<file path="src/rtl/copper_bus_arb.sv">
// copper_bus_arb: shares one bus master port between NREQ requesters.
// Requester 0 (the copper master) can optionally get fixed priority. All
// other requesters are served round-robin. A strobe that waits too long
// for an ack is ended with an err pulse and a FLUSH state.
// Ports:
//   clk_i, rst_i                 clock and synchronous active-low reset
//   cyc_i/stb_i/we_i/sel_i/      per-requester bus requests (packed by index)
//   adr_i/dat_i
//   ack_o, err_o, dat_o          per-requester ack and timeout error, plus
//                                broadcast read data
//   mcyc_o..mdat_o               shared master port driven from the owner
//   mack_i, mdat_i               slave response
//   grant_o                      one-hot owner, or zero when idle
module copper_bus_arb #(
  parameter int unsigned NREQ    = 3,
  parameter int unsigned TIMEOUT = 255,
  parameter int unsigned PRI0    = 1
) (
  input  logic                 clk_i,
  input  logic                 rst_i,
  input  logic [NREQ-1:0]      cyc_i,
  input  logic [NREQ-1:0]      stb_i,
  input  logic [NREQ-1:0]      we_i,
  input  logic [4*NREQ-1:0]    sel_i,
  input  logic [32*NREQ-1:0]   adr_i,
  input  logic [32*NREQ-1:0]   dat_i,
  output logic [NREQ-1:0]      ack_o,
  output logic [NREQ-1:0]      err_o,
  output logic [31:0]          dat_o,
  output logic                 mcyc_o,
  output logic                 mstb_o,
  output logic                 mwe_o,
  output logic [3:0]           msel_o,
  output logic [31:0]          madr_o,
  output logic [31:0]          mdat_o,
  input  logic                 mack_i,
  input  logic [31:0]          mdat_i,
  output logic [NREQ-1:0]      grant_o
);

  localparam int unsigned IW = (NREQ > 1) ? $clog2(NREQ) : 1;
  localparam int unsigned CW = 8;
  localparam logic [CW-1:0] TO_LAST = CW'(TIMEOUT - 1);

  typedef enum logic [1:0] {IDLE, BUSY, FLUSH} state_t;

  state_t          state;
  logic [IW-1:0]   last_owner;
  logic [CW-1:0]   cnt;

  logic            win_vld;
  logic [IW-1:0]   win_idx;
  logic [IW-1:0]   cand;

  logic            busy;
  logic            own_cyc;
  logic            own_stb;
  logic            own_we;
  logic [3:0]      own_sel;
  logic [31:0]     own_adr;
  logic [31:0]     own_dat;

  // Winner selection. Scan downward so the closest index after last_owner
  // is written last and wins. last_owner is the lowest priority.
  always_comb begin
    win_vld = |cyc_i;
    win_idx = '0;
    cand    = '0;
    for (int k = int'(NREQ); k >= 1; k--) begin
      cand = IW'((int'(last_owner) + k) % int'(NREQ));
      if (cyc_i[cand]) win_idx = cand;
    end
    if (PRI0 != 0 && cyc_i[0]) win_idx = '0;
  end

  // The owner index is last_owner while a grant is held.
  assign own_cyc = cyc_i[last_owner];
  assign own_stb = stb_i[last_owner];
  assign own_we  = we_i[last_owner];
  assign own_sel = sel_i[int'(last_owner)*4 +: 4];
  assign own_adr = adr_i[int'(last_owner)*32 +: 32];
  assign own_dat = dat_i[int'(last_owner)*32 +: 32];

  assign busy   = (state == BUSY);
  assign mcyc_o = busy & own_cyc;
  assign mstb_o = busy & own_stb;
  assign mwe_o  = busy & own_we;
  assign msel_o = busy ? own_sel : 4'h0;
  assign madr_o = busy ? own_adr : 32'h0;
  assign mdat_o = busy ? own_dat : 32'h0;
  assign dat_o  = mdat_i;

  // Ack is steered to the owner only.
  always_comb begin
    ack_o             = '0;
    ack_o[last_owner] = mack_i & mstb_o;
  end

  // State, grant, round-robin pointer and timeout counter.
  always_ff @(posedge clk_i) begin
    if (!rst_i) begin
      state      <= IDLE;
      grant_o    <= '0;
      last_owner <= IW'(NREQ - 1);
      cnt        <= '0;
      err_o      <= '0;
    end else begin
      err_o <= '0;
      case (state)
        IDLE: begin
          cnt <= '0;
          if (win_vld) begin
            grant_o    <= NREQ'(1) << win_idx;
            last_owner <= win_idx;
            state      <= BUSY;
          end
        end
        BUSY: begin
          if (!own_cyc) begin
            // The owner is released, and the next owner is chosen on the same edge.
            cnt <= '0;
            if (win_vld) begin
              grant_o    <= NREQ'(1) << win_idx;
              last_owner <= win_idx;
            end else begin
              grant_o <= '0;
              state   <= IDLE;
            end
          end else if (mstb_o && !mack_i) begin
            if (cnt == TO_LAST) begin
              err_o[last_owner] <= 1'b1;
              cnt               <= '0;
              state             <= FLUSH;
            end else begin
              cnt <= cnt + CW'(1);
            end
          end else begin
            cnt <= '0;
          end
        end
        FLUSH: begin
          cnt <= '0;
          if (!own_cyc) begin
            grant_o <= '0;
            state   <= IDLE;
          end
        end
        default: begin
          grant_o <= '0;
          cnt     <= '0;
          state   <= IDLE;
        end
      endcase
    end
  end

endmodule

</file>
<file path="config.mk">
export PLATFORM = sky130hd
export DESIGN_NAME = copper_bus_arb
export DESIGN_NICKNAME = d
export VERILOG_FILES = /design/src/rtl/copper_bus_arb.sv
export SDC_FILE = /design/constraint.sdc
export NUM_CORES = 1
export LEC_CHECK = 0
export CAP_MARGIN = 20
export CORE_AREA = 2 2 141 143
export CTS_BUF_LIST = sky130_fd_sc_hd__clkbuf_2
export DETAILED_ROUTE_END_ITERATION = 7
export DIE_AREA = 0 0 143 145
export HOLD_SLACK_MARGIN = 0.08
export PLACE_DENSITY = 0.62
export SYNTH_ARGS = -nofsm -noshare
export SYNTH_HDL_FRONTEND = slang
export SYNTH_SLANG_ARGS = --single-unit
</file>
<file path="constraint.sdc">
create_clock -name clk_i -period 5.8 [get_ports clk_i]
set_input_delay 1.74 -clock clk_i [delete_from_list [all_inputs] [get_ports clk_i]]
set_output_delay 1.74 -clock clk_i [all_outputs]
set_load 0.03 [all_outputs]
</file>
---- Yosys cells after proc, flatten, opt, wreduce, memory -nomap -nowiden ----
Index checks and enable logic that the tools add are counted.
cells by class
  add/subtract/negate cells ............... 4
  div/mod/pow operators ................... 3
  order comparisons ....................... 5
  equal/unequal tests ..................... 9
  shifts and indexed selects .............. 4
  multiplexer cells ....................... 36
  bitwise operators ....................... 9
  reduce and logical (&&, ||, !) cells .... 11
operator list
  kind                     number
  $shiftx A96 B8 Y32       2
  $mod A32 B3 Y32 const B  3
  $mux W32                 2
  $mux W2                  12
  $bmux W1 S2              6
  $lt A2 B3 Y1 const B     4
  $mux W3                  4
  $shiftx A12 B5 Y4        1
  $reduce_and A5 Y1        2
  $ne A3 B2 Y1 const B     3
  $pmux W3 S3              1
  $add A8 B1 Y8 const B    1
  $eq A8 B8 Y1 const B     1
  $mux W1                  7
  $add A2 B2 Y3 const B    2
  $ne A2 B2 Y1 const B     3
  $pmux W2 S3              1
  $reduce_or A5 Y1         1
  $and A1 B1 Y1            4
  $mux W4                  1
  $not A1 Y1               4
  $pmux W2 S2              1
  $add A2 B1 Y3 const B    1
  $and A3 B3 Y3            1
  12 further kinds         13
storage, ports and cells
  register bits ........................... 18
  input bits .............................. 248
  output and inout bits ................... 112
  word-level logic and storage cells ...... 86

---- Logic depth before layout (Yosys ltp) ----
  depth in word-level cells ............... 12
  gate-level depth with buffers ........... 8
  mapped depth without buffers ............ 7

---- Least setup slack after synthesis ----
No wires, ideal clock.
  path kind ............................... input to output
  from .................................... input port stb_i[0]
  to ...................................... output port ack_o[0]
  data arrival time ....................... 3.299 ns
  data required time ...................... 4.060 ns
  setup slack ............................. 0.761 ns
  stages .................................. 5
  path buffers ............................ 0
  cells stage by stage .................... nor2b_1 -> a211oi_1 -> nor3_1 -> nand2_1 -> nor2_1
between the ends
  cells in the longest elaborated chain, start to end .. 5
ends and longest elaborated chain
  element                        RTL line  source
  start, declared                22        input logic [NREQ-1:0] stb_i,
  $bmux W1 S2                    78        assign own_stb = stb_i[last_owner];
  $mux W1 (not written as such)  78
  $and A1 B1 Y1                  86        assign mstb_o = busy & own_stb;
  via mstb_o                     31        output logic mstb_o,
  $and A1 B1 Y1                  96        ack_o[last_owner] = mack_i & mstb_o;
  $and A3 B3 Y3 (no line)        --
  end, declared                  27        output logic [NREQ-1:0] ack_o,
The timed path passes the listed nets, and every way through them passes these cells. The select of a mux whose other input is x is not followed.

---- Final worst setup path ----
  from .................................... input port stb_i[0]
  to ...................................... output port ack_o[2]
between the ends
  cells in the longest elaborated chain, start to end .. 5
ends and longest elaborated chain
  element                        RTL line
  $bmux W1 S2                    78
  $mux W1 (not written as such)  78
  $and A1 B1 Y1                  86
  $and A1 B1 Y1                  96
  $and A3 B3 Y3 (no line)        --
No other way between the ends. The select of a mux whose other input is x is not followed.

==> flow_metrics.tcl <==
set metrics [dict create \
    port_buffers 295 \
    cp.required_ns 4.06 \
    start_util 0.149 \
    grt_pass1_vias 3861 \
    grt_max_degree 76 \
    slew_violations 0 \
    end_kind "output port" \
    via_per_inst 4.11 \
    fmax_ghz 0.186 \
    synth_top_area_frac 0.248 \
    synth_nets 702 \
    clockBufferDepth 2 \
    insertion_delay_ns 0.30 \
    syn-instance-count 447 \
    antenna_found_initial 0 \
    drt_first_pass_iters 4 \
    setup-tns-final_ns 0 \
    grtUsageTotal 0.113 \
    htreeDepth 1 \
    path_max_fanout 3 \
    postCtsSetupBuffers 0 \
    hold_slack_ns 0.482 \
    cts_tree "built" \
    power.leakage_nw 2.06 \
    cts.repair.resized 0 \
    fin_skew_ns 0.00634 \
    area_growth_syn_to_layout_pct 105 \
    syn_area_um2 2860 \
    rsz0062_at_grt "false" \
    vias 3914 \
    stdcell_area_um2 5860 \
    cts_num_sinks 18 \
    synth_area_leaders "mux2i_1 (25%), nor2_1 (20%), a21oi_1 (13%)" \
    gp_congestion 0.767 \
    core.rowCount 51 \
    power_density_nw_per_um2 157 \
    die-area_um2 20700 \
    mostFrequentLayoutCells "clkdlybuf4s50_1 (295), nor2_1 (149), a21oi_1 (75), mux2i_1 (71), dfxtp_1 (16)" \
    peakVddDrop_mv 0.0917 \
    critPathKind "in2out" \
    die_y_um 145 \
    layout-drive-gt1-share 0.0247 \
    postCtsHoldBufs 0 \
    ys_ff_latch 18 \
    hold_viol 0 \
    die_w_um 143 \
    hpwl_um 9990 \
    period_minus_slack_ns 5.39 \
    tightest_slew_ns 0.857 \
    synth-main-ff-cell "dfxtp_1" \
    synth_warnings 0 \
    cp.arrival_ns 3.65 \
    ys_seq_area_frac 0.126 \
    cts.clk_slew.worst_paths_ns 0.18 \
    first_iter_violations 180 \
    core-area_um2 19200 \
    cts-root-buf "clkbuf_2" \
    hold_class "reg2reg" \
    regToRegSetupSlack_ns 3.65 \
    power_mw 0.922 \
    nets 944 \
    wl_um 12700 \
    cts_buffers 3 \
    grt_overflow 0 \
    synth_edf_count 0 \
    setup_viol 0 \
    yosys.area.top_type "mux2i_1" \
    relSlewSlack 0.429 \
    syn_area_per_cell_um2 6.41 \
    drt-wirelength-per-cell_um 13.3 \
    io_pins 360 \
    yosysUniqueCellTypes 38 \
    ant_nets 0 \
    status "finished, final reports clean" \
    period_share 0.929 \
    synthArstFlopShare 0 \
    max-cap-violations 0 \
    diodes 0 \
    grt_pass1_wl_um 19300 \
    drc 0 \
    final_common_cell "clkdlybuf4s50_1" \
    placedInstanceArea_um2 5840 \
    crit_path_start_kind "input port" \
]
[layer usage]
layer / vias to the layer above / GRT usage / wire (um)
met5: - / 0 / 0
met4: 0 / 0.0282 / 297
met3: 26 / 0.0208 / 1060
met2: 193 / 0.216 / 6410
met1: 1732 / 0.125 / 4950
li1: 1963 / - / -
[worst paths after layout]
kind | end | startpoint | cells past startpoint
setup / recovery | ack_o[2] | stb_i[0] | 7
hold reg to reg | cnt[0]$_SDFF_PP0_ | cnt[0]$_SDFF_PP0_ | 1
setup reg to reg | cnt[2]$_SDFF_PP0_ | last_owner[1]$_SDFFE_PN1P_ | 6
hold / removal | cnt[0]$_SDFF_PP0_ | cnt[0]$_SDFF_PP0_ | 1
[cells by family (layout without fill, tap and decap cells)]
| kind of cell | count (synthesis) | in the layout | share of synthesized area |
|---|---|---|---|
| flip-flops | 18 | 18 | 0.126 |
| adder cells (fa/ha/maj) | 7 | 7 | 0.0306 |
| multiplexers | 71 | 71 | 0.248 |
| AND/OR/NAND/NOR | 184 | 184 | 0.270 |
| buffers and inverters | 72 | 313 | 0.142 |
| AO/OA/AOI/OAI | 91 | 91 | 0.172 |
| XOR/XNOR | 4 | 4 | 0.0122 |
[report_power, final]
part	internal, mW	switching, mW	total [mW]
registers	0.129	0.00720	0.136
logic	0.345	0.384	0.728
clock network	0.0183	0.0401	0.0583
[critical path: stages]
cell,delay (ns)
clkdlybuf4s50_1,0.45
nor2b_1,0.12
a211oi_1,0.07
nor3_1,0.28
nand2_1,0.17
nor2_1,0.12
clkdlybuf4s50_1,0.69
[sequential cells by signal, indices dropped and copies added, names as in the netlist]
register	count
cnt	8
err_o	3
grant_o	3
last_owner	2
state	2
[stage by stage]
step,std cells,util,setup slack [ns]
floorplan,447,-,0.761
global placement,949,0.304,0.417
detailed placement,949,0.304,0.405
CTS,953,0.305,0.390
global route,953,0.305,0.269
finish,953,0.305,0.414
[synth_stat cells (2+ instances only)]
master / instances
mux2i_1: 71
nand3_1: 3
nor3_1: 7
o21ai_0: 4
inv_1: 8
dfxtp_1: 18
nand2_1: 5
ha_1: 7
a31o_1: 2
a211oi_1: 2
xnor2_1: 2
buf_2: 12
clkbuf_1: 14
nand4b_1: 2
nor2_1: 149
nor2b_1: 4
buf_1: 5
nand4_1: 2
nand2b_1: 3
nand3b_1: 2
or3_1: 2
buf_4: 32
a21oi_1: 75
xor2_1: 2
[area by class of cell]
class                   count  area [um^2]
fillers                  2061        13300
multi-input cells         357         2110
repair buffers            300         3000
inverters                   9         33.8
flip-flops and latches     18          365
clock buffers               4         20.0
well taps                 265          332
(Power assumes the default switching activity.)
